==> src/rtl/vp_cfg_sequencer_if.sv <==
`default_nettype none
// ============================================================================
// Module   : vp_cfg_sequencer_if
// Purpose  : Configuration request bus between the bus-side register block
//            (master) and the frame-synchronous configuration sequencer
//            (slave).
// Signals  : cfg_req        level request, held until cfg_ack
//            cfg_ack        one-cycle pulse, request applied or rejected
//            cfg_err        one-cycle pulse with cfg_ack on rejection
//            new_cr         requested VP_CR
//            new_start      requested start  [10:0] X, [26:16] Y
//            new_end        requested end    [10:0] X, [26:16] Y
//            new_scaler     requested output resolution [10:0] X, [26:16] Y
//            new_threshold  requested thresholds
// Revision : 1.0 - initial release
// ============================================================================
interface vp_cfg_sequencer_if;
  logic        cfg_req;
  logic        cfg_ack;
  logic        cfg_err;
  logic [31:0] new_cr;
  logic [31:0] new_start;
  logic [31:0] new_end;
  logic [31:0] new_scaler;
  logic [31:0] new_threshold;

  modport master (
    output cfg_req, new_cr, new_start, new_end, new_scaler, new_threshold,
    input  cfg_ack, cfg_err
  );

  modport slave (
    input  cfg_req, new_cr, new_start, new_end, new_scaler, new_threshold,
    output cfg_ack, cfg_err
  );
endinterface
`default_nettype wire

==> src/rtl/vp_cfg_sequencer.sv <==
`default_nettype none
// ============================================================================
// Module   : vp_cfg_sequencer
// Purpose  : Frame-synchronous configuration controller for the video
//            pipeline. Captures a configuration set over a req/ack handshake,
//            validates it, applies it on the next vertical-sync rising edge
//            and then mutes the output for FLUSH_FRAMES frames.
// Ports    : clk            pixel clock (vi_clk domain)
//            rst_n          synchronous, active-low reset
//            vs_in          vertical sync, active high
//            cfg            request bus (slave side of vp_cfg_sequencer_if)
//            act_*          active configuration driven to the pipeline
//            mute           high = downstream forces de low
//            busy           high whenever a transaction is in progress
//            frame_cnt      count of vs rising edges (wraps)
//            timeout_flag   sticky WAIT_VS timeout indicator (optional)
// Options  : VP_CFG_TIMEOUT_EN - when defined, WAIT_VS gives up after
//            TIMEOUT_CYCLES cycles, applies anyway and sets timeout_flag.
// Revision : 1.0 - initial release
// ============================================================================
module vp_cfg_sequencer #(
  parameter int          H_DISP         = 1280,
  parameter int          V_DISP         = 720,
  parameter int          FLUSH_FRAMES   = 2
`ifdef VP_CFG_TIMEOUT_EN
  ,
  parameter logic [23:0] TIMEOUT_CYCLES = 24'd2000000
`endif
) (
  input  logic                     clk,
  input  logic                     rst_n,
  input  logic                     vs_in,
  vp_cfg_sequencer_if.slave        cfg,
  output logic [31:0]              act_cr,
  output logic [31:0]              act_start,
  output logic [31:0]              act_end,
  output logic [31:0]              act_scaler,
  output logic [31:0]              act_threshold,
  output logic                     mute,
  output logic                     busy,
  output logic [15:0]              frame_cnt
`ifdef VP_CFG_TIMEOUT_EN
  ,
  output logic                     timeout_flag
`endif
);

  localparam logic [10:0] H_MAX      = 11'(H_DISP);
  localparam logic [10:0] V_MAX      = 11'(V_DISP);
  localparam logic [31:0] END_RST    = {5'b0, V_MAX, 5'b0, H_MAX};
  localparam logic [31:0] THR_RST    = 32'h0000_8040;
  localparam logic [3:0]  FLUSH_INIT = 4'(FLUSH_FRAMES);

  typedef enum logic [2:0] {
    S_IDLE    = 3'd0,
    S_CHECK   = 3'd1,
    S_WAIT_VS = 3'd2,
    S_FLUSH   = 3'd3,
    S_DONE    = 3'd4
  } state_t;

  state_t      state, state_nxt;

  logic        vs_d;
  logic        vs_rise;
  logic        cfg_ok;
  logic        apply_trig;

  logic        capture, reject, apply, flush_step;

  logic [31:0] pend_cr, pend_start, pend_end, pend_scaler, pend_threshold;
  logic [31:0] act_cr_q, act_start_q, act_end_q, act_scaler_q, act_threshold_q;
  logic        ack_q, err_q, mute_q;
  logic [3:0]  flush_cnt;
  logic [15:0] frame_cnt_q;

  assign vs_rise = vs_in & ~vs_d;

  // Validation works on the captured copy only, so later new_* changes
  // cannot influence the decision.
  assign cfg_ok = (pend_end[10:0]     >  pend_start[10:0])  &&
                  (pend_end[26:16]    >  pend_start[26:16]) &&
                  (pend_scaler[10:0]  != 11'd0)             &&
                  (pend_scaler[26:16] != 11'd0)             &&
                  (pend_scaler[10:0]  <= H_MAX)             &&
                  (pend_scaler[26:16] <= V_MAX);

`ifdef VP_CFG_TIMEOUT_EN
  logic [23:0] to_cnt;
  logic        to_hit;
  logic        timeout_q;

  assign to_hit     = (state == S_WAIT_VS) && (to_cnt == (TIMEOUT_CYCLES - 24'd1));
  assign apply_trig = vs_rise | to_hit;

  // Counter is held at zero outside WAIT_VS, so it starts fresh on entry.
  always_ff @(posedge clk) begin
    if (!rst_n) begin
      to_cnt    <= 24'd0;
      timeout_q <= 1'b0;
    end else begin
      if (state != S_WAIT_VS) begin
        to_cnt <= 24'd0;
      end else begin
        to_cnt <= to_cnt + 24'd1;
      end
      if (to_hit && !vs_rise) begin
        timeout_q <= 1'b1;
      end
    end
  end

  assign timeout_flag = timeout_q;
`else
  assign apply_trig = vs_rise;
`endif

  // Next-state and control strobes. A vs_rise during CHECK is deliberately
  // not looked at: the switch waits for the following rising edge.
  always_comb begin
    state_nxt  = state;
    capture    = 1'b0;
    reject     = 1'b0;
    apply      = 1'b0;
    flush_step = 1'b0;
    case (state)
      S_IDLE: begin
        if (cfg.cfg_req) begin
          capture   = 1'b1;
          state_nxt = S_CHECK;
        end
      end
      S_CHECK: begin
        if (cfg_ok) begin
          state_nxt = S_WAIT_VS;
        end else begin
          reject    = 1'b1;
          state_nxt = S_DONE;
        end
      end
      S_WAIT_VS: begin
        if (apply_trig) begin
          apply     = 1'b1;
          state_nxt = (FLUSH_INIT != 4'd0) ? S_FLUSH : S_DONE;
        end
      end
      S_FLUSH: begin
        if (vs_rise) begin
          flush_step = 1'b1;
          if (flush_cnt == 4'd1) begin
            state_nxt = S_DONE;
          end
        end
      end
      S_DONE: begin
        // Waiting for req to fall stops a held req from re-triggering.
        if (!cfg.cfg_req) begin
          state_nxt = S_IDLE;
        end
      end
      default: state_nxt = S_IDLE;
    endcase
  end

  always_ff @(posedge clk) begin
    if (!rst_n) begin
      state           <= S_IDLE;
      vs_d            <= 1'b0;
      frame_cnt_q     <= 16'd0;
      ack_q           <= 1'b0;
      err_q           <= 1'b0;
      mute_q          <= 1'b0;
      flush_cnt       <= 4'd0;
      pend_cr         <= 32'd0;
      pend_start      <= 32'd0;
      pend_end        <= END_RST;
      pend_scaler     <= END_RST;
      pend_threshold  <= THR_RST;
      act_cr_q        <= 32'd0;
      act_start_q     <= 32'd0;
      act_end_q       <= END_RST;
      act_scaler_q    <= END_RST;
      act_threshold_q <= THR_RST;
    end else begin
      state <= state_nxt;
      vs_d  <= vs_in;
      if (vs_rise) begin
        frame_cnt_q <= frame_cnt_q + 16'd1;
      end
      ack_q <= reject | apply;
      err_q <= reject;
      if (capture) begin
        pend_cr        <= cfg.new_cr;
        pend_start     <= cfg.new_start;
        pend_end       <= cfg.new_end;
        pend_scaler    <= cfg.new_scaler;
        pend_threshold <= cfg.new_threshold;
      end
      if (apply) begin
        act_cr_q        <= pend_cr;
        act_start_q     <= pend_start;
        act_end_q       <= pend_end;
        act_scaler_q    <= pend_scaler;
        act_threshold_q <= pend_threshold;
        flush_cnt       <= FLUSH_INIT;
        mute_q          <= (FLUSH_INIT != 4'd0);
      end
      if (flush_step) begin
        flush_cnt <= flush_cnt - 4'd1;
        if (flush_cnt == 4'd1) begin
          mute_q <= 1'b0;
        end
      end
    end
  end

  assign cfg.cfg_ack   = ack_q;
  assign cfg.cfg_err   = err_q;
  assign act_cr        = act_cr_q;
  assign act_start     = act_start_q;
  assign act_end       = act_end_q;
  assign act_scaler    = act_scaler_q;
  assign act_threshold = act_threshold_q;
  assign mute          = mute_q;
  assign busy          = (state != S_IDLE);
  assign frame_cnt     = frame_cnt_q;

endmodule
`default_nettype wire

==> src/flat_wrapper.sv <==
// flat-port wrapper written by rule: the top's interface ports become plain ports
module vp_cfg_sequencer_flat 
#(
  parameter int          H_DISP         = 1280,
  parameter int          V_DISP         = 720,
  parameter int          FLUSH_FRAMES   = 2

)
  (clk, rst_n, vs_in, act_cr, act_start, act_end, act_scaler, act_threshold, mute, busy, frame_cnt, cfg_cfg_req, cfg_new_cr, cfg_new_start, cfg_new_end, cfg_new_scaler, cfg_new_threshold, cfg_cfg_ack, cfg_cfg_err);
  vp_cfg_sequencer_if cfg_i ();
  input  logic clk;
  input  logic rst_n;
  input  logic vs_in;
  output logic [31:0] act_cr;
  output logic [31:0] act_start;
  output logic [31:0] act_end;
  output logic [31:0] act_scaler;
  output logic [31:0] act_threshold;
  output logic mute;
  output logic busy;
  output logic [15:0] frame_cnt;
  input wire logic [$bits(cfg_i.cfg_req)-1:0] cfg_cfg_req;
  input wire logic [$bits(cfg_i.new_cr)-1:0] cfg_new_cr;
  input wire logic [$bits(cfg_i.new_start)-1:0] cfg_new_start;
  input wire logic [$bits(cfg_i.new_end)-1:0] cfg_new_end;
  input wire logic [$bits(cfg_i.new_scaler)-1:0] cfg_new_scaler;
  input wire logic [$bits(cfg_i.new_threshold)-1:0] cfg_new_threshold;
  output wire logic [$bits(cfg_i.cfg_ack)-1:0] cfg_cfg_ack;
  output wire logic [$bits(cfg_i.cfg_err)-1:0] cfg_cfg_err;
  assign cfg_i.cfg_req = cfg_cfg_req;
  assign cfg_i.new_cr = cfg_new_cr;
  assign cfg_i.new_start = cfg_new_start;
  assign cfg_i.new_end = cfg_new_end;
  assign cfg_i.new_scaler = cfg_new_scaler;
  assign cfg_i.new_threshold = cfg_new_threshold;
  assign cfg_cfg_ack = cfg_i.cfg_ack;
  assign cfg_cfg_err = cfg_i.cfg_err;
  vp_cfg_sequencer #(.H_DISP(H_DISP), .V_DISP(V_DISP), .FLUSH_FRAMES(FLUSH_FRAMES)) u_core (.clk(clk), .rst_n(rst_n), .vs_in(vs_in), .cfg(cfg_i), .act_cr(act_cr), .act_start(act_start), .act_end(act_end), .act_scaler(act_scaler), .act_threshold(act_threshold), .mute(mute), .busy(busy), .frame_cnt(frame_cnt));
endmodule
==> config.mk <==
export PLATFORM = sky130hd
export DESIGN_NAME = vp_cfg_sequencer_flat
export DESIGN_NICKNAME = d
export VERILOG_FILES = /design/src/rtl/vp_cfg_sequencer_if.sv /design/src/rtl/vp_cfg_sequencer.sv /design/src/flat_wrapper.sv
export SDC_FILE = /design/constraint.sdc
export NUM_CORES = 1
export LEC_CHECK = 0
export ABC_CLOCK_PERIOD_IN_PS = 2100
export BUFFER_PORTS_ARGS = -buffer_cell sky130_fd_sc_hd__buf_2
export CAP_MARGIN = 20
export CELL_PAD_IN_SITES_DETAIL_PLACEMENT = 0
export CELL_PAD_IN_SITES_GLOBAL_PLACEMENT = 2
export CORE_MARGIN = 4
export CORE_UTILIZATION = 29
export CTS_CLUSTER_SIZE = 10
export DETAILED_ROUTE_END_ITERATION = 12
export PLACE_DENSITY = 0.87
export SETUP_SLACK_MARGIN = 0.15
export SYNTH_ARGS = -nofsm -noshare
export SYNTH_HDL_FRONTEND = slang
export SYNTH_SLANG_ARGS = --single-unit
==> constraint.sdc <==
create_clock -name clk -period 2.1 [get_ports clk]
set_clock_uncertainty 0.1 [all_clocks]
set_input_delay 0.315 -clock clk [delete_from_list [all_inputs] [get_ports clk]]
set_output_delay 0.315 -clock clk [all_outputs]
set_load 0.02 [all_outputs]
After elaboration in Yosys (flattened, before gate mapping)
Cells that the tools add are included.
{ "op_classes": {"add_sub_neg": 2, "n_lt_le_gt_ge": 4, "n_eq_ne": 10, "n_mux": 19, "bitwise_logic": 3, "reduce_logical": 11} }
{ "op_table": {"columns": ["op", "n"], "rows": [
  ["11-bit > comparator", 2],
  ["11-bit nonzero test", 2],
  ["3-bit two-way mux", 6],
  ["16-bit by 1-bit adder with 16-bit output, second input constant", 1],
  ["3-bit case mux with 5 select lines", 1],
  ["11-bit by 10-bit <= comparator with 1-bit output, second input constant", 1],
  ["11-bit <= comparator, second input constant", 1],
  ["1-bit two-way mux", 10],
  ["4-bit two-way mux", 2],
  ["3-bit by 2-bit equality test with 1-bit output, second input constant", 2],
  ["2-bit by 1-bit inequality test with 1-bit output, second input constant", 3],
  ["1-bit logical AND", 5],
  ["5-bit AND reduction", 1],
  ["4-bit by 1-bit equality test with 1-bit output, second input constant", 1],
  ["2-bit inequality test, second input constant", 2],
  ["4-bit by 1-bit subtractor with 4-bit output, second input constant", 1],
  ["3-bit by 1-bit equality test with 1-bit output, second input constant", 1],
  ["3-bit equality test, second input constant", 1],
  ["3-bit logical NOT", 1],
  ["3-bit nonzero test", 1],
  ["2-bit nonzero test", 1],
  ["1-bit bitwise AND", 1],
  ["1-bit NOT", 1],
  ["1-bit bitwise OR", 1]
]} }
{ "word_totals": {"register_bits": 347, "in_bits": 164} }

Depth between registers and ports, before layout
Gate-level depths: netlist (run 1).
{ "depth": {"ltp_word": 9, "depth_mapped": 8} }

Worst setup path after synthesis (run 1)
OpenSTA, ideal clock, no wires.
{ "synth_timing": {"kind": "flip-flop to flip-flop", "startpoint": "reg u_core.pend_start[2]", "endpoint": "reg u_core.state[1]", "setup_ns": 0.116, "arrival_ns": 1.602, "path_slack_ns": 0.282, "path_stages_with_launch": 8, "path_buffers": 0, "synth_period_minus_slack_ns": 1.818, "path_cell_list": "dfxtp_1 inv_1 ha_1 a21oi_1 a21oi_1 o31a_1 o22a_1 a31o_2"} }
{ "synth_between": {"elab_chain_cells": 8} }
{ "synth_lines": {"columns": ["element", "line_no", "text"], "rows": [
  ["from (decl)", "vp_cfg_sequencer.sv:71", "logic [31:0] pend_cr, pend_start, pend_end, pend_scaler, pend_threshold;"],
  ["from (signal assigned)", "vp_cfg_sequencer.sv:194", "pend_start <= cfg.new_start;"],
  ["11-bit > comparator", "vp_cfg_sequencer.sv:81", "assign cfg_ok = (pend_end[10:0] > pend_start[10:0]) &&"],
  ["1-bit logical AND", "vp_cfg_sequencer.sv:81", null],
  ["1-bit logical AND", "vp_cfg_sequencer.sv:82", "(pend_end[26:16] > pend_start[26:16]) &&"],
  ["1-bit logical AND", "vp_cfg_sequencer.sv:83", "(pend_scaler[10:0] != 11'd0) &&"],
  ["1-bit logical AND", "vp_cfg_sequencer.sv:84", "(pend_scaler[26:16] != 11'd0) &&"],
  ["1-bit logical AND", "vp_cfg_sequencer.sv:85", "(pend_scaler[10:0] <= H_MAX) &&"],
  ["3-bit two-way mux", "vp_cfg_sequencer.sv:134", "if (cfg_ok) begin"],
  ["3-bit case mux with 5 select lines", "vp_cfg_sequencer.sv:126", "case (state)"],
  ["to (signal assigned)", "vp_cfg_sequencer.sv:185", "state <= state_nxt;"],
  ["to (decl)", "vp_cfg_sequencer.sv:62", "state_t state, state_nxt;"]
]} }
Every way passes these cells.
A chain may end at the register's enable or synchronous reset.

Worst setup path in the final report (run 1)
{ "layout_timing": {"startpoint": "reg u_core.pend_start[5]", "endpoint": "reg u_core.state[1]"} }
The elaborated chain is that of the path after synthesis.

==> impl_metrics.env, run 1 <==
export IMPL_synth_net_count=1814
export IMPL_async_reset_ff_frac=0
export IMPL_grt_pass1_vias=12500
export IMPL_top_layer="met4"
export IMPL_numCtsBuffers=42
export IMPL_status="completed"
export IMPL_antenna_found_initial=3
export IMPL_mostFrequentLayoutCells="nand2_1 (655), buf_2 (343), dfxtp_1 (342)"
export IMPL_crit_arrival_ns=2.28
export IMPL_cp_slowest_stage_delay_ns=0.35
export IMPL_met1_length_microns=18500
export IMPL_wl_met3_microns=2660
export IMPL_end_kind="flip-flop"
export IMPL_cp_required_ns=2.45
export IMPL_cts_tree="done"
export IMPL_grt_max_degree=66
export IMPL_ant_nets=0
export IMPL_start_util=0.295
export IMPL_yosys_mux_area_fraction=0
export IMPL_synthToLayoutAreaGrowth_pct=42.8
export IMPL_yosysUniqueCellTypes=48
export IMPL_cts_max_path_buffers=3
export IMPL_ys_flop_type="dfxtp_1"
export IMPL_gr_usage_all_layers=0.175
export IMPL_ys_seq_area_frac=0.543
export IMPL_yosys_register_bits=347
export IMPL_syn_inst=1625
export IMPL_final_cells=2716
export IMPL_avgSynthCellArea_sq_um=7.87
export IMPL_synth_compound_area_frac=0.137
export IMPL_seqCellArea_sq_um=6950
export IMPL_die_area_sq_um=47500
export IMPL_worstSetupPathType="flip-flop to flip-flop"
export IMPL_drc=0
export IMPL_yosys_area_share_adder=0.0245
export IMPL_maxSlewHeadroom=0.686
export IMPL_grt_overflow_total=0
export IMPL_wl_per_cell_microns=15.8
export IMPL_layout_nets=2301
export IMPL_dp_cells=2488
export IMPL_viasPerCell=4.54
export IMPL_cpLargestDelayFamily="compound AO/OA/AOI/OAI gates"
export IMPL_rsz0062_at_grt="true"
export IMPL_core_area_sq_um=43400
export IMPL_gp_congestion=0.774
export IMPL_die_h_microns=218
export IMPL_synth_xor_area_frac=0.0103
export IMPL_first_pass_iters=5
export IMPL_placed_area_sq_um=15300
export IMPL_synth_simple_area_share=0.237
export IMPL_critical_path_buf_inv_count=1
export IMPL_power_leakage_nw=7.55
export IMPL_drive_gt1_frac=0.219
export IMPL_vias=12300
export IMPL_grt_pass1_wl_microns=67400
export IMPL_yosys_warnings=0
export IMPL_layout_commonest_cell="nand2_1"
export IMPL_hold_path_class="primary input to flip-flop"
export IMPL_cts_max_level=2
export IMPL_finalCritPeriodShare=0.919
export IMPL_worst_path_max_fanout=3
export IMPL_clock_sinks=347
export IMPL_hold_viol=0
export IMPL_dpl_hpwl_microns=29300
export IMPL_worstMarginPinSlew_ns=0.471
export IMPL_fmax_ghz=0.518
export IMPL_clock_latency_ns=0.56
export IMPL_powerDensity_nw_per_um2=874
export IMPL_post_place_ws_ns=0.103
export IMPL_postRouteWirelength_microns=42900
export IMPL_port_buffers=343
export IMPL_finalWorstSetupSlack_ns=0.170
export IMPL_path_cells="inv_1 > ha_1 > nand4_1 > a21oi_1 > o31a_1 > o22a_1 > a31o_2"
export IMPL_stdcell_area_sq_um=18300
export IMPL_setup_viol=0
export IMPL_crit_path_start_kind="flip-flop"
export IMPL_die_w_microns=218
export IMPL_fillers=4442
export IMPL_vdd_ir_drop_worst_mv=0.638
export IMPL_drt_iter0_drc=708
export IMPL_multi_input_area_sq_um=5310
export IMPL_crit_slowest_cell="dfxtp_1"
export IMPL_timing_hold_ws_ns=0.0814
export IMPL_synth_top_family_by_area="simple AND/OR/NAND/NOR gates"
export IMPL_utilization=0.421
export IMPL_netlist_area_sq_um=12800
export IMPL_drv_cap=0
export IMPL_ios=344
export IMPL_met2_length_microns=20800
export IMPL_report_final_slew_viol_count=0
export IMPL_rows=76
export IMPL_cts_root_buf="clkbuf_16"
export IMPL_synth_edf_count=0
export IMPL_clk_pin_slew_ns=0.06
export IMPL_min_period_ns=1.93
export IMPL_power_mw=16.0
export IMPL_tns_ns=0
worst reg2reg max path, stage by stage (launching register included):
cell and delay (ns):
dfxtp_1 0.35, inv_1 0.06, ha_1 0.29, nand4_1 0.14
a21oi_1 0.07, o31a_1 0.32, o22a_1 0.25, a31o_2 0.24
per-layer routing:
metal  global-route usage  vias to the layer above
met2                0.305                      303
met3               0.0438                       64
met4               0.0531                        0
met1                0.214                     5733
met5                    0                        -
li1                     -                     6244
final cells by class:
| class | count | area share |
|---|---|---|
| Tap cell | 585 | 0.0401 |
| Inverter | 31 | 0.00678 |
| Antenna cell | 2 | 0.000274 |
| Sequential cell | 347 | 0.381 |
| Multi-Input combinational cell | 1137 | 0.291 |
| Clock inverter | 5 | 0.00514 |
| Clock buffer | 56 | 0.0610 |
| Timing Repair Buffer | 553 | 0.215 |
registers in the layout, summed over array words and instances, names as in the netlist, 4 cells and up:
name                   cells
u_core.pend_start         32
u_core.pend_scaler        32
u_core.pend_end           32
u_core.pend_threshold     32
u_core.act_scaler         32
u_core.act_threshold      32
u_core.act_start          32
u_core.pend_cr            32
u_core.frame_cnt          16
u_core.act_end            32
u_core.act_cr             32
u_core.flush_cnt           4
final timing paths:
kind / endpoint / depth (start not counted) / slack, ns / from
setup / recovery: u_core.state[1] / 7 / 0.17 / u_core.pend_start[5]
hold / removal: u_core.state[0] / 4 / 0.08 / cfg_cfg_req
setup reg to reg: u_core.state[1] / 7 / 0.17 / u_core.pend_start[5]
hold reg to reg: u_core.act_end[12] / 2 / 0.34 / u_core.pend_end[12]
cells in the mapped netlist, types with 4 or more instances:
master | n | share of area
a21oi_1 | 309 | 0.12
buf_1 | 14 | 0.0041
buf_2 | 48 | 0.019
clkbuf_1 | 45 | 0.013
dfxtp_1 | 347 | 0.54
ha_1 | 25 | 0.024
inv_1 | 30 | 0.0088
nand2_1 | 656 | 0.19
nand3_1 | 36 | 0.014
nand4_1 | 8 | 0.0039
nor2_1 | 25 | 0.0073
nor3_1 | 5 | 0.0020
nor4_1 | 6 | 0.0029
o21ai_0 | 10 | 0.0039
or3_1 | 4 | 0.0020
xnor2_1 | 12 | 0.0082
timing repair:
item | in CTS | in global routing
setup endpoints to repair | 3 | 126
cloned | 0 | 0
gates resized for setup | 3 | 15
pin swaps | 2 | 2
hold buffers | 161 | 0
setup buffers | 1 | 3
hold endpoints to repair | 161 | 0
cell families (layout without fill, tap and decap cells):
logic type / after synthesis / after routing
xor+xnor: 15 / 15
flops: 347 / 347
fa+ha+maj: 25 / 25
compound gates: 337 / 337
buf+inv: 141 / 645
simple gates: 760 / 760
other cells: 0 / 2
where the power goes:
group	leakage [nW]	internal (mW)	switching [mW]
Combinational	4.14	0.898	1.22
Sequential	2.83	6.94	0.239
Clock	0.584	3.92	2.73
No activity file was read; power rests on OpenSTA's default activity.
==> inputs of run 2 (changes only) <==
--- a/config.mk
+++ b/config.mk
@@ -5,9 +5,8 @@
 export SDC_FILE = /design/constraint.sdc
 export NUM_CORES = 1
 export LEC_CHECK = 0
-export ABC_CLOCK_PERIOD_IN_PS = 2100
+export ABC_CLOCK_PERIOD_IN_PS = 1780
 export BUFFER_PORTS_ARGS = -buffer_cell sky130_fd_sc_hd__buf_2
-export CAP_MARGIN = 20
 export CELL_PAD_IN_SITES_DETAIL_PLACEMENT = 0
 export CELL_PAD_IN_SITES_GLOBAL_PLACEMENT = 2
 export CORE_MARGIN = 4
==> constraint.sdc (replaced) <==
create_clock -name clk -period 1.78 [get_ports clk]
set_clock_uncertainty 0.1 [all_clocks]
set_input_delay 0.267 -clock clk [delete_from_list [all_inputs] [get_ports clk]]
set_output_delay 0.267 -clock clk [all_outputs]
set_load 0.02 [all_outputs]
==> run 2 against run 1 <==
Compared with the run above:
- the flow now finishes with violations (setup timing)
- combinational power is 100% higher
- final cell count grew 4.5%
- global-route usage grew 1.9 points
- cell area is 27% higher
- worst hold slack got worse by 0.0040 ns
- critical path depth is 1 higher
- non-clock buffer count rose by 129
- die area did not move
- critical endpoint unchanged
- largest power group unchanged
==> impl_metrics.env, run 2 (synthesis gave the netlist of run 1 again) <==
export IMPL_hold_path_class="primary input to flip-flop"
export IMPL_mostFrequentLayoutCells="nand2_1 (392), buf_2 (342), dfxtp_1 (324)"
export IMPL_gr_usage_all_layers=0.194
export IMPL_rsz0062_at_grt="true"
export IMPL_internal_power_mw=15.0
export IMPL_cts_max_level=2
export IMPL_cts_max_path_buffers=3
export IMPL_start_util=0.295
export IMPL_hold_viol=0
export IMPL_ant_nets=0
export IMPL_core_area_sq_um=43400
export IMPL_report_final_slew_viol_count=0
export IMPL_crit_arrival_ns=2.22
export IMPL_end_kind="flip-flop"
export IMPL_die_w_microns=218
export IMPL_viasPerCell=4.78
export IMPL_cp_required_ns=2.13
export IMPL_setup_viol=4
export IMPL_power_leakage_nw=10.6
export IMPL_die_h_microns=218
export IMPL_clock_latency_ns=0.56
export IMPL_port_buffers=343
export IMPL_postRouteWirelength_microns=55000
export IMPL_p_sw_mw=5.88
export IMPL_p_clk_frac=0.382
export IMPL_dpl_hpwl_microns=29100
export IMPL_wl_per_cell_microns=19.4
export IMPL_first_pass_iters=5
export IMPL_worst_path_max_fanout=4
export IMPL_die_area_sq_um=47500
export IMPL_gp_congestion=0.790
export IMPL_rows=76
export IMPL_numCtsBuffers=42
export IMPL_final_cells=2839
export IMPL_drive_gt1_frac=0.490
export IMPL_utilization=0.533
export IMPL_cts_root_buf="clkbuf_16"
export IMPL_status="finished, violations left"
export IMPL_drv_cap=0
export IMPL_vias=13600
export IMPL_drc=0
export IMPL_worstMarginPinSlew_ns=0.480
export IMPL_clk_pin_slew_ns=0.06
export IMPL_fmax_ghz=0.536
export IMPL_crit_path_start_kind="flip-flop"
export IMPL_timing_hold_ws_ns=0.0774
export IMPL_layout_nets=2432
export IMPL_vdd_ir_drop_worst_mv=0.523
export IMPL_dp_cells=2531
export IMPL_switching_share=0.282
export IMPL_combPwrFrac=0.205
export IMPL_grt_max_degree=49
export IMPL_synthToLayoutAreaGrowth_pct=80.7
export IMPL_power_frac_seq=0.413
export IMPL_stdcell_area_sq_um=23100
export IMPL_drt_iter0_drc=629
export IMPL_reg2reg_slack_ns=-0.08
export IMPL_grt_overflow_total=0
export IMPL_placed_area_sq_um=15800
export IMPL_finalWorstSetupSlack_ns=-0.0840
export IMPL_power_mw=20.9
export IMPL_worstSetupPathType="flip-flop to flip-flop"
export IMPL_clock_sinks=347
export IMPL_cts_tree="done"
export IMPL_layout_commonest_cell="nand2_1"
export IMPL_maxSlewHeadroom=0.680
export IMPL_grt_pass1_wl_microns=73700
export IMPL_ios=344
export IMPL_finalCritPeriodShare=1.05
export IMPL_min_period_ns=1.86
export IMPL_antenna_found_initial=2
export IMPL_violations="setup timing"
export IMPL_powerDensity_nw_per_um2=904
export IMPL_grt_pass1_vias=13200
-- run 2: path summary, 6_finish.rpt --
path | end | from | cells past startpoint
max | u_core.state[1] | u_core.pend_start[6] | 8
max reg2reg | u_core.state[1] | u_core.pend_start[6] | 8
min reg2reg | u_core.act_cr[29] | u_core.pend_cr[29] | 2
min | u_core.pend_threshold[15] | rst_n | 3
-- run 2: area by class of cell --
| type | count | area, sq um |
|---|---|---|
| fillers | 3982 | 20300 |
| multi-input cells | 1139 | 7930 |
| flip-flops and latches | 347 | 6980 |
| repair buffers | 682 | 6120 |
| clock buffers | 48 | 1090 |
| well taps | 585 | 732 |
| inverters | 31 | 129 |
| clock inverters | 6 | 109 |
| diodes | 1 | 2.50 |
-- run 2: worst max-delay path: stages (launching register included) --
cell	delay, ns
dfxtp_2	0.34
inv_1	0.07
ha_4	0.27
nand4_1	0.16
buf_4	0.18
nor2_2	0.11
a21oi_2	0.08
and4b_4	0.22
a31o_2	0.23
-- run 2: routing by layer --
metal  vias to the layer above  part of all wire  global-route usage  wire length [microns]
met5                         -           0.00013                   0                      7
met4                         2             0.025              0.0487                   1360
met3                        91             0.058              0.0500                   3200
met2                       355              0.51               0.338                  28200
met1                      6563              0.40               0.241                  22200
li1                       6564                 -                   -                      -
-- run 2: power by group through the flow --
stage / sequential, mW / combinational, mW / clock (mW)
floorplan: 8.60 / 1.34 / 0
finish: 8.63 / 4.27 / 7.98
global route: 8.67 / 4.60 / 8.50
CTS: 8.49 / 3.70 / 8.18
detailed placement: 8.61 / 2.51 / 0
global placement: 8.59 / 2.48 / 0
-- run 2: stage by stage --
stage,TNS [ns],setup slack (ns)
2_1_floorplan,0,0.0610
3_3_place_gp,-1.38,-0.165
3_5_place_dp,-2.73,-0.136
4_1_cts,-0.135,-0.0794
5_1_grt,-1.68,-0.158
6_report,-0.141,-0.0840
-- run 2: repair_timing --
action / CTS / global route
endpoints found under the hold margin: 161 / 0
gates cloned: 18 / 36
hold buffers: 161 / 0
setup buffers: 27 / 11
resized for setup: 217 / 567
pin swaps: 154 / 260
endpoints found under the setup margin: 321 / 330
==> inputs of run 3 (changes only) <==
--- a/config.mk
+++ b/config.mk
@@ -6,14 +6,15 @@
 export NUM_CORES = 1
 export LEC_CHECK = 0
 export ABC_CLOCK_PERIOD_IN_PS = 1780
-export BUFFER_PORTS_ARGS = -buffer_cell sky130_fd_sc_hd__buf_2
 export CELL_PAD_IN_SITES_DETAIL_PLACEMENT = 0
 export CELL_PAD_IN_SITES_GLOBAL_PLACEMENT = 2
 export CORE_MARGIN = 4
-export CORE_UTILIZATION = 29
+export CORE_UTILIZATION = 37
+export CTS_BUF_LIST = sky130_fd_sc_hd__clkbuf_8
 export CTS_CLUSTER_SIZE = 10
 export DETAILED_ROUTE_END_ITERATION = 12
-export PLACE_DENSITY = 0.87
+export DONT_BUFFER_PORTS = 1
+export PLACE_DENSITY = 0.91
 export SETUP_SLACK_MARGIN = 0.15
 export SYNTH_ARGS = -nofsm -noshare
 export SYNTH_HDL_FRONTEND = slang
==> run 3 against run 2 <==
Compared with the run above:
- critical endpoint is now busy
- sequential power shrank 1%
- global-route usage grew 1.6 points
- register-to-register slack is essentially flat
- flip-flop and latch count is the same
- clock power shrank 7.0%
- critical path type is now flip-flop to output pin
- the flow still finishes with violations (setup timing)
- cell area shrank 22%
==> impl_metrics.env, run 3 (synthesis gave the netlist of run 1 again) <==
export IMPL_status="finished, violations left"
export IMPL_violations="setup timing"
export IMPL_finalWorstSetupSlack_ns=-0.0905
export IMPL_maxSlewHeadroom=0.728
export IMPL_crit_path_start_kind="flip-flop"
export IMPL_grt_overflow_total=0
export IMPL_core_area_sq_um=33800
export IMPL_mostFrequentLayoutCells="nand2_1 (650), dfxtp_1 (325), a21oi_1 (270)"
export IMPL_cts_max_level=2
export IMPL_ios=344
export IMPL_cp_slowest_stage_delay_ns=0.35
export IMPL_fillers=3178
export IMPL_vdd_ir_drop_worst_mv=0.599
export IMPL_path_cells="nor3_4 > buf_6 > clkinvlp_4"
export IMPL_clk_pin_slew_ns=0.06
export IMPL_grt_pass1_wl_microns=64800
export IMPL_whs_path_depth=3
export IMPL_first_pass_iters=5
export IMPL_numCtsBuffers=58
export IMPL_r2r_start="u_core.pend_start[6]"
export IMPL_gp_congestion=0.786
export IMPL_antenna_found_initial=1
export IMPL_hold_start="cfg_new_threshold[15]"
export IMPL_viasPerCell=5.02
export IMPL_final_cells=2382
export IMPL_crit_arrival_ns=1.50
export IMPL_clock_sinks=347
export IMPL_die_h_microns=194
export IMPL_crit_slowest_cell="dfxtp_4"
export IMPL_cts_max_path_buffers=3
export IMPL_die_w_microns=194
export IMPL_cts_tree="done"
export IMPL_hold_path_class="primary input to flip-flop"
export IMPL_r2r_cells=7
export IMPL_cts_root_buf="clkbuf_8"
export IMPL_start_util=0.378
export IMPL_placed_area_sq_um=14000
export IMPL_grt_max_degree=60
export IMPL_die_area_sq_um=37600
export IMPL_stdcell_area_sq_um=18100
export IMPL_cp_required_ns=1.41
export IMPL_fmax_ghz=0.535
export IMPL_wl_per_cell_microns=18.9
export IMPL_postRouteWirelength_microns=44900
export IMPL_gr_usage_all_layers=0.210
export IMPL_port_buffers=0
export IMPL_min_period_ns=1.87
export IMPL_worst_path_max_fanout=2
export IMPL_critical_path_buf_inv_count=2
export IMPL_end_kind="output pin"
export IMPL_r2r_end="u_core.state[1]"
export IMPL_tns_ns=-1.01
export IMPL_hold_viol=0
export IMPL_dpl_hpwl_microns=25400
export IMPL_synthToLayoutAreaGrowth_pct=41.8
export IMPL_vias=12000
export IMPL_worstSetupPathType="flip-flop to output pin"
export IMPL_min_to="u_core.pend_threshold[15]"
export IMPL_power_leakage_nw=6.86
export IMPL_drt_iter0_drc=634
export IMPL_setup_viol=56
export IMPL_powerDensity_nw_per_um2=1030
export IMPL_reg2reg_slack_ns=-0.08
export IMPL_rows=67
export IMPL_finalCritPeriodShare=1.05
export IMPL_drive_gt1_frac=0.180
export IMPL_report_final_slew_viol_count=0
export IMPL_cpLargestDelayFamily="flip-flops"
export IMPL_ant_nets=0
export IMPL_layout_nets=2080
export IMPL_grt_pass1_vias=11500
export IMPL_drv_cap=0
export IMPL_dp_cells=2060
export IMPL_rsz0062_at_grt="true"
export IMPL_worstMarginPinSlew_ns=0.408
export IMPL_clock_latency_ns=0.63
export IMPL_layout_commonest_cell="nand2_1"
export IMPL_drc=0
[run 3: changes by cell type in the layout (fill, tap and decap cells not counted), sizes merged]
cell	delta
clkinv	+5
dlygate4sd3	+2
nand2b	+1
inv	+16
buf	-355
clkinvlp	+1
nand2	-2
clkbuf	+13
bufbuf	-1
[run 3: worst reg2reg max path: stages (launching register included)]
cell,delay [ns]
dfxtp_2,0.35
inv_2,0.05
ha_4,0.24
nand4_1,0.12
a21oi_1,0.06
o31a_1,0.34
o22a_1,0.26
a31o_2,0.25
[run 3: metrics by stage]
step / worst slack, ns / utilization / hold slack, ns / power, mW
floorplan: 0.0610 / - / 0.289 / 9.94
global placement: -0.0702 / 0.413 / 0.244 / 10.8
detailed placement: -0.110 / 0.413 / 0.250 / 10.8
CTS: -0.156 / 0.509 / 0.133 / 18.7
global route: -0.171 / 0.537 / 0.182 / 19.6
finish: -0.0905 / 0.537 / 0.202 / 18.8
[run 3: worst max path at each step]
stage / startpoint / slack, ns / depth (start not counted) / to
floorplan: u_core.pend_start[20] / 0.06 / 7 / u_core.state[1]
global placement: u_core.pend_start[6] / -0.07 / 8 / u_core.state[1]
detailed placement: u_core.pend_start[3] / -0.11 / 7 / u_core.state[1]
CTS: u_core.state[1] / -0.16 / 3 / busy
global route: u_core.state[1] / -0.17 / 3 / busy
finish: u_core.state[1] / -0.09 / 3 / busy
[run 3: layout make-up]
type	instances	area, sq um	area share
well taps	448	561	0.0309
clock inverters	28	193	0.0106
inverters	31	128	0.00704
flip-flops and latches	347	6980	0.385
clock buffers	74	1020	0.0562
multi-input cells	1138	5630	0.310
diodes	1	2.50	0.000138
repair buffers	315	3620	0.200
[run 3: where the power goes]
part / leakage, nW / switching [mW] / internal (mW)
combinational: 3.33 / 1.52 / 1.31
sequential: 2.83 / 0.322 / 8.19
clock: 0.698 / 3.28 / 4.13
[run 3: repair_timing]
| action | in CTS | in global routing |
|---|---|---|
| pin swaps | 11 | 20 |
| gates cloned | 7 | 19 |
| setup buffers | 11 | 18 |
| gates resized for setup | 29 | 104 |
| setup endpoints to repair | 166 | 213 |
| hold endpoints to repair | 267 | 0 |
| hold buffers | 164 | 0 |
[run 3: routing by layer]
layer  routed length (microns)  GRT usage  share of wire
met5                         0          0              0
met4                      1610     0.0833          0.036
met3                      3760     0.0705          0.084
met2                     21000      0.342           0.47
met1                     18500      0.259           0.41
